## config.mk

```make
export PLATFORM = sky130hd
export DESIGN_NAME = p2s_tx_flat
export DESIGN_NICKNAME = d
export VERILOG_FILES = /design/src/rtl/p2s_tx_if.sv /design/src/rtl/p2s_tx.sv /design/src/flat_wrapper.sv
export SDC_FILE = /design/constraint.sdc
export NUM_CORES = 1
export LEC_CHECK = 0
export ABC_AREA = 1
export BUFFER_PORTS_ARGS = -buffer_cell sky130_fd_sc_hd__buf_2
export CAP_MARGIN = 20
export CORE_ASPECT_RATIO = 1.2
export CORE_MARGIN = 3
export CORE_UTILIZATION = 30
export CTS_CLUSTER_DIAMETER = 50
export DETAILED_ROUTE_END_ITERATION = 6
export GPL_ROUTABILITY_DRIVEN = 0
export PLACE_DENSITY_LB_ADDON = 0.15
export RECOVER_POWER = 25
export SYNTH_ARGS = -nofsm -noshare
export SYNTH_HDL_FRONTEND = slang
export SYNTH_SLANG_ARGS = --single-unit
export TNS_END_PERCENT = 5
```

## constraint.sdc

```tcl
create_clock -name clk -period 1.9 [get_ports clk]
set_clock_uncertainty 0.05 [all_clocks]
set_input_delay 0.19 -clock clk [delete_from_list [all_inputs] [get_ports clk]]
set_output_delay 0.19 -clock clk [all_outputs]
set_load 0.02 [all_outputs]
```

## src/rtl/p2s_tx_if.sv

```systemverilog
// Serial transmit link bundle: parallel word handshake plus serial-side outputs.
// Handshake rule: a word moves on a rising clk edge where p2s_valid and
// p2s_ready are both high. The producer must hold p2s_din and p2s_valid
// stable until that edge. p2s_ready never depends on p2s_valid in the same
// cycle.
interface p2s_tx_if #(
  parameter int DW = 22
);
  logic [DW-1:0] p2s_din;
  logic          p2s_valid;
  logic          p2s_ready;
  logic          p2s_dout;
  logic          p2s_start;
  logic          p2s_busy;
  logic          p2s_done;

  modport master (
    output p2s_din, p2s_valid,
    input  p2s_ready, p2s_dout, p2s_start, p2s_busy, p2s_done
  );

  modport slave (
    input  p2s_din, p2s_valid,
    output p2s_ready, p2s_dout, p2s_start, p2s_busy, p2s_done
  );
endinterface

```

## src/rtl/p2s_tx.sv

```systemverilog
// p2s_tx: parallel-to-serial transmitter. Takes a DW-bit word on a
// valid/ready handshake, emits a one-cycle start strobe, shifts the word out
// MSB first, then pulses done and holds off the producer for GAP cycles.
// Optional build macro P2S_PARITY_EN appends an even-parity bit after the LSB.
// All outputs are registered; state_o exposes the FSM state for debug.
module p2s_tx #(
  parameter int DW  = 22,
  parameter int AW  = 5,
  parameter int GAP = 1
) (
  input  logic       clk,
  input  logic       rst,
  p2s_tx_if.slave    bus,
  output logic [1:0] state_o
);

  typedef enum logic [1:0] {
    S_IDLE  = 2'd0,
    S_START = 2'd1,
    S_SHIFT = 2'd2,
    S_GAP   = 2'd3
  } state_t;

  localparam logic [AW-1:0] CNT_LAST = AW'(DW - 1);
  localparam logic [AW-1:0] GAP_L    = AW'(GAP);

  state_t        state_q;
  logic [DW-1:0] sr_q;
  logic [AW-1:0] cnt_q;
  logic [AW-1:0] gcnt_q;
  logic          ready_q;
  logic          dout_q;
  logic          start_q;
  logic          busy_q;
  logic          done_q;
`ifdef P2S_PARITY_EN
  logic          par_q;
  logic          par_ph_q;
`endif

  // Frame sequencer: every output is computed here for the next cycle.
  always_ff @(posedge clk or posedge rst) begin
    if (rst) begin
      state_q  <= S_IDLE;
      sr_q     <= '0;
      cnt_q    <= '0;
      gcnt_q   <= '0;
      ready_q  <= 1'b1;
      dout_q   <= 1'b0;
      start_q  <= 1'b0;
      busy_q   <= 1'b0;
      done_q   <= 1'b0;
`ifdef P2S_PARITY_EN
      par_q    <= 1'b0;
      par_ph_q <= 1'b0;
`endif
    end else begin
      case (state_q)
        S_IDLE: begin
          done_q <= 1'b0;
          if (bus.p2s_valid && ready_q) begin
            sr_q    <= bus.p2s_din;
`ifdef P2S_PARITY_EN
            par_q   <= ^bus.p2s_din;
`endif
            ready_q <= 1'b0;
            start_q <= 1'b1;
            state_q <= S_START;
          end
        end
        S_START: begin
          // First data bit goes out next cycle; the word shifts left so the
          // next bit to send is always at the top.
          start_q <= 1'b0;
          busy_q  <= 1'b1;
          dout_q  <= sr_q[DW-1];
          sr_q    <= {sr_q[DW-2:0], 1'b0};
          cnt_q   <= '0;
`ifdef P2S_PARITY_EN
          par_ph_q <= 1'b0;
`endif
          state_q <= S_SHIFT;
        end
        S_SHIFT: begin
          if (cnt_q != CNT_LAST) begin
            cnt_q  <= cnt_q + AW'(1);
            dout_q <= sr_q[DW-1];
            sr_q   <= {sr_q[DW-2:0], 1'b0};
          end
`ifdef P2S_PARITY_EN
          else if (!par_ph_q) begin
            // LSB is on the line now; parity follows as one more busy beat.
            par_ph_q <= 1'b1;
            dout_q   <= par_q;
          end
`endif
          else begin
            busy_q <= 1'b0;
            dout_q <= 1'b0;
            done_q <= 1'b1;
            if (GAP > 0) begin
              gcnt_q  <= GAP_L;
              state_q <= S_GAP;
            end else begin
              // No gap: ready rises alongside done for back-to-back frames.
              ready_q <= 1'b1;
              state_q <= S_IDLE;
            end
          end
        end
        S_GAP: begin
          done_q <= 1'b0;
          if (gcnt_q <= AW'(1)) begin
            gcnt_q  <= '0;
            ready_q <= 1'b1;
            state_q <= S_IDLE;
          end else begin
            gcnt_q <= gcnt_q - AW'(1);
          end
        end
        default: begin
          state_q <= S_IDLE;
          ready_q <= 1'b1;
          busy_q  <= 1'b0;
          start_q <= 1'b0;
          done_q  <= 1'b0;
          dout_q  <= 1'b0;
        end
      endcase
    end
  end

  assign bus.p2s_ready = ready_q;
  assign bus.p2s_dout  = dout_q;
  assign bus.p2s_start = start_q;
  assign bus.p2s_busy  = busy_q;
  assign bus.p2s_done  = done_q;
  assign state_o       = state_q;

endmodule

```

## src/flat_wrapper.sv

```systemverilog
// flat-port wrapper written by rule: the top's interface ports become plain ports
module p2s_tx_flat 
#(
  parameter int DW  = 22,
  parameter int AW  = 5,
  parameter int GAP = 1
)
  (clk, rst, state_o, bus_p2s_din, bus_p2s_valid, bus_p2s_ready, bus_p2s_dout, bus_p2s_start, bus_p2s_busy, bus_p2s_done);
  p2s_tx_if #(.DW(DW)) bus_i ();
  input  logic clk;
  input  logic rst;
  output logic [1:0] state_o;
  input wire logic [$bits(bus_i.p2s_din)-1:0] bus_p2s_din;
  input wire logic [$bits(bus_i.p2s_valid)-1:0] bus_p2s_valid;
  output wire logic [$bits(bus_i.p2s_ready)-1:0] bus_p2s_ready;
  output wire logic [$bits(bus_i.p2s_dout)-1:0] bus_p2s_dout;
  output wire logic [$bits(bus_i.p2s_start)-1:0] bus_p2s_start;
  output wire logic [$bits(bus_i.p2s_busy)-1:0] bus_p2s_busy;
  output wire logic [$bits(bus_i.p2s_done)-1:0] bus_p2s_done;
  assign bus_i.p2s_din = bus_p2s_din;
  assign bus_i.p2s_valid = bus_p2s_valid;
  assign bus_p2s_ready = bus_i.p2s_ready;
  assign bus_p2s_dout = bus_i.p2s_dout;
  assign bus_p2s_start = bus_i.p2s_start;
  assign bus_p2s_busy = bus_i.p2s_busy;
  assign bus_p2s_done = bus_i.p2s_done;
  p2s_tx #(.DW(DW), .AW(AW), .GAP(GAP)) u_core (.clk(clk), .rst(rst), .bus(bus_i), .state_o(state_o));
endmodule
```

# --- Word-level counts from Yosys, hierarchy flattened ---
# Index checks and enable logic that the tools add are counted.
classes:
  n_addsub: 2
  order_cmp: 1
  n_eq_ne: 8
  n_mux: 23
  reduce_logical: 17
ops:
  columns: ["operator", "count"]
  rows:
  - ["22-bit one-hot mux with 3 select lines", 1]
  - ["22-bit two-way mux", 2]
  - ["5-bit one-hot mux with 2 select lines", 2]
  - ["5-bit two-way mux", 3]
  - ["1-bit one-hot mux with 2 select lines", 5]
  - ["2-bit AND reduction", 5]
  - ["2-bit nonzero test", 5]
  - ["3-bit AND reduction", 3]
  - ["2-bit one-hot mux with 4 select lines", 1]
  - ["1-bit two-way mux", 6]
  - ["2-bit two-way mux", 3]
  - ["2-bit by 1-bit != test with 1-bit output, second input constant", 3]
  - ["5-bit by 1-bit adder with 5-bit output, second input constant", 1]
  - ["5-bit by 1-bit <= comparator with 1-bit output, second input constant", 1]
  - ["5-bit != test, second input constant", 1]
  - ["5-bit by 1-bit subtractor with 5-bit output, second input constant", 1]
  - ["2-bit equality test, second input constant", 2]
  - ["3-bit nonzero test", 1]
  - ["2-bit by 1-bit equality test with 1-bit output, second input constant", 1]
  - ["2-bit zero test", 1]
  - ["2-bit != test, second input constant", 1]
  - ["2-bit OR reduction", 1]
  - ["1-bit logical AND", 1]
word_totals:
  regBits: 39
  inputBits: 25
  output_inout_bits: 7
  wordCells: 60

# --- Depth between registers and ports, before layout ---
logic_depth:
  word_depth: 4
  depth_mapped: 9
  depth_no_buf: 9

# --- Least setup slack after synthesis ---
# OpenSTA, ideal clock, no wires.
synth_path:
  path_kind: "reg-to-reg"
  start: "reg u_core.state_q[0], in the netlist u_core.state_o[0]"
  end: "reg u_core.sr_q[10]"
  setup_time_ps: 122
  arrival_time_ps: 1614
  t_required_ps: 1728
  path_slack_ps: 115
  stages_incl_launch_ff: 7
  n_path_buf: 2
  period_less_slack_ps: 1785
  cell_sequence: "dfrtp_1 inv_1 ha_1 buf_4 buf_2 mux2i_1 o21ai_2"
synth_via:
  elab_chain_cells: 3
  elab_cells_between_ends: 8
  cone_classes: "eq/ne: 4; mux: 1; reduce/logical: 3"
synth_rtl:
  columns: ["element", "line_no", "source"]
  rows:
  - ["start, declared", "p2s_tx.sv:27", "state_t state_q;"]
  - ["start signal, assigned", "p2s_tx.sv:44", "state_q <= S_IDLE;"]
  - ["start signal, assigned", "p2s_tx.sv:68", "state_q <= S_START;"]
  - ["start signal, assigned", "p2s_tx.sv:82", "state_q <= S_SHIFT;"]
  - ["2-bit equality test (tied with other cells)", "p2s_tx.sv:58", "case (state_q)"]
  - ["2-bit by 1-bit != test with 1-bit output (no source line) or 3-bit nonzero test (tied branches)", null, null]
  - ["3-bit AND reduction (no source line)", null, null]
  - ["end signal, assigned", "p2s_tx.sv:62", "sr_q <= bus.p2s_din;"]
  - ["end signal, assigned", "p2s_tx.sv:77", "sr_q <= {sr_q[DW-2:0], 1'b0};"]
  - ["end signal, assigned", "p2s_tx.sv:88", "sr_q <= {sr_q[DW-2:0], 1'b0};"]
  - ["end, declared", "p2s_tx.sv:28", "logic [DW-1:0] sr_q;"]
# Several ways; a longest one is shown, not always the timed one.
# A chain may end at the register's enable or synchronous reset.

# --- Worst setup path after layout ---
layout_path:
  start: "reg u_core.state_q[1], in the netlist u_core.state_o[1]"
  end: "reg u_core.sr_q[7]"
# The elaborated chain is that of the path after synthesis.

==> results.toml <==
[layout]
diodes = 0
stdcell_count = 353
layout_common_cells = "66 x nand2_1, 38 x dfrtp_1, 31 x buf_2, 21 x mux2i_1, 19 x inv_1"
layout.cells.most_common = "nand2_1"
nNetsFinal = 301
fillers = 687
area_growth_pct = 16.0
drive_gt1_share_pct = 21.6

[route]
totalWireLength_mm = 4.23
ant_nets = 0
via_count = 1587
drt_pre_antenna_iters = 4
drcViolationCount = 0
vias_per_cell = 4.50
drt-wirelength-per-cell_um = 12.0
drt-initial-drc-count = 96

[logic_synthesis]
yosysUniqueCellTypes = 28
synth_nets = 266
ys_ff_latch = 39
synthCells = 232
seq_area_frac_synth_pct = 46.0
synth.cell_area_mm2 = 0.00212
syn_area_per_cell_um2 = 9.15
ys_warn_count = 0

[floorplan]
io_pins = 32
core_mm2 = 0.00665
die_x_um = 82.8
dieArea_mm2 = 0.00813
rows = 32
die_y_um = 98.2
start_util_pct = 31.9

[timing]
period_share_pct = 86.6
finalSetupViolCount = 0
timing.fmax_mhz = 608
grt_setup_unrepaired = "false"
worst_pin_slew_ns = 0.988
maxSlewViolCount = 0
final.setup.tns_ns = 0
timing.slew.headroom_pct = 34.2
hold_viol = 0
layout_min_cycle_time_ns = 1.65

[clocking]
cts_root_buffer = "clkbuf_8"
cts_buffer_depth = 2
clk_pin_slew_worst_paths_ns = 0.08
cts_tree = "built"
insertion_delay_ns = 0.29
cts_buffers = 5
clock-sinks = 39
htreeDepth = 2
cts_resized = 0

[worst_hold_path]
hold_end = "u_core.sr_q[0]$_DFFE_PP0P_"
hold_path_depth = 3
hp-class = "in -> reg"
hold_start = "bus_p2s_din[0]"

[grt]
grt_max_degree = 40
antenna_found_initial = 0
first_global_vias = 1567
overflow = 0
grt_use_total_pct = 11.1
grt_pass1_wl_mm = 7.34

[setup_path]
rr_startpoint = "u_core.state_o[1]$_DFFE_PP0P_"
end_kind = "flip-flop"
crit_required_ns = 2.02
arrival_ns = 1.77
r2r_cells = 7
setup.worst_path.class = "reg -> reg"
crit_path_start_kind = "flip-flop"
rrSetupSlack_ns = 0.25
critPathMaxFanout = 34
r2r_end = "u_core.sr_q[7]$_DFFE_PP0P_"

[pwr]
p_per_area_mw_per_mm2 = 598
vdd_ir_drop_max_v = 0.000234
leakagePower_nw = 1.16

[place]
dp_hpwl_mm = 3.02
io_buffers = 31
dpl.cell_count = 344

[run]
drv_cap = 0

[run_status]
status = "complete, no violations"
worst max-delay path: stages (launching register included):
cell and delay [ns]:
dfrtp_1 0.43, inv_1 0.11, ha_1 0.22, nand2_1 0.20
nand3_4 0.17, buf_12 0.20, nand2_1 0.06, o21ai_0 0.07
layout make-up:
cell class | instances | area, um2 | area share [%]
Clock buffer | 7 | 86.3 | 3.51
Clock inverter | 1 | 5.00 | 0.203
Inverter | 20 | 75.1 | 3.05
Multi-Input combinational cell | 164 | 987 | 40.1
Sequential cell | 39 | 977 | 39.7
Tap cell | 85 | 106 | 4.32
Timing Repair Buffer | 37 | 225 | 9.15
cell families after synthesis:
| kind of cell | synth area share (%) |
|---|---|
| xor gates and xnor gates | 0.825 |
| buffers and inverters | 7.48 |
| DFF | 46.0 |
| adders and majority gates | 5.30 |
| AOI/OAI and AO/OA | 10.3 |
| and+or+nand+nor | 20.2 |
| muxes | 9.90 |
stage by stage:
stage | total power [mW] | area [um2] | hold WS, ns | setup WS (ns) | util [%]
2_1_floorplan | 0.871 | 2120 | 0.278 | 0.115 | -
3_5_place_dp | 0.904 | 2360 | 0.300 | 0.217 | 35.6
5_1_grt | 1.54 | 2460 | 0.132 | 0.0698 | 37.0
4_1_cts | 1.50 | 2460 | 0.0873 | 0.206 | 37.1
3_3_place_gp | 0.905 | 2360 | 0.306 | 0.202 | 35.6
6_report | 1.47 | 2460 | 0.0863 | 0.255 | 37.0
Yosys cell counts:
| cell | instances | share of area (%) |
|---|---|---|
| a21oi_1 | 2 | 0.47 |
| a22oi_1 | 2 | 0.71 |
| buf_2 | 4 | 0.94 |
| buf_4 | 1 | 0.35 |
| buf_6 | 1 | 0.53 |
| buf_8 | 3 | 2.1 |
| dfrtp_1 | 38 | 45 |
| dfstp_2 | 1 | 1.2 |
| ha_1 | 9 | 5.3 |
| inv_1 | 19 | 3.4 |
| inv_2 | 1 | 0.18 |
| mux2i_1 | 21 | 9.9 |
| nand2_1 | 66 | 12 |
| nand2_2 | 1 | 0.29 |
| nand3_1 | 14 | 3.3 |
| nand3_4 | 2 | 1.6 |
| nand4_1 | 2 | 0.59 |
| nor2_1 | 9 | 1.6 |
| nor2_4 | 1 | 0.53 |
| nor3_1 | 1 | 0.24 |
| o21ai_0 | 18 | 4.2 |
| o21ai_1 | 1 | 0.24 |
| o21ai_2 | 8 | 3.3 |
| o21bai_1 | 3 | 1.1 |
| o22ai_1 | 1 | 0.29 |
| or2_2 | 1 | 0.29 |
| xnor2_1 | 1 | 0.41 |
| xor2_1 | 1 | 0.41 |
where the power goes:
group          leakage (nW)  switching (mW)  internal, mW  total [mW]
logic                 0.578          0.0296        0.0264      0.0560
registers             0.536               0         0.829       0.829
clock network        0.0482           0.294         0.293       0.587
total                  1.16           0.324          1.15        1.47
state kept, by name (all words and copies together), names as in the netlist:
| name | count |
|---|---|
| u_core.bus.p2s_start | 1 |
| u_core.bus.p2s_dout | 1 |
| u_core.gcnt_q | 5 |
| u_core.cnt_q | 5 |
| u_core.bus.p2s_ready | 1 |
| u_core.state_o | 2 |
| u_core.sr_q | 22 |
| u_core.bus.p2s_done | 1 |
| u_core.bus.p2s_busy | 1 |
per-layer routing:
layer | GRT usage (%) | share of wire, % | up-vias
met1 | 13.5 | 46 | 715
met2 | 18.1 | 46 | 34
li1 | - | - | 832
met3 | 3.46 | 6.0 | 6
met5 | 0 | 0 | -
met4 | 4.53 | 1.5 | 0
worst max-delay path by stage:
stage                                        from  cells past startpoint                           to  slack (ns)
global route        u_core.state_o[0]$_DFFE_PP0P_                      6   u_core.sr_q[0]$_DFFE_PP0P_        0.07
global placement    u_core.state_o[1]$_DFFE_PP0P_                      6   u_core.sr_q[0]$_DFFE_PP0P_        0.20
detailed placement  u_core.state_o[1]$_DFFE_PP0P_                      6   u_core.sr_q[0]$_DFFE_PP0P_        0.22
finish              u_core.state_o[1]$_DFFE_PP0P_                      7   u_core.sr_q[7]$_DFFE_PP0P_        0.25
floorplan           u_core.state_o[0]$_DFFE_PP0P_                      6  u_core.sr_q[10]$_DFFE_PP0P_        0.11
CTS                 u_core.state_o[1]$_DFFE_PP0P_                      6   u_core.sr_q[0]$_DFFE_PP0P_        0.21
repair_timing:
item / 4_1_cts / 5_1_grt
hold buffers: 1 / 0
setup buffers: 0 / 0
hold endpoints to repair: 38 / 0
Note: power is estimated with default switching activity, not from simulation.
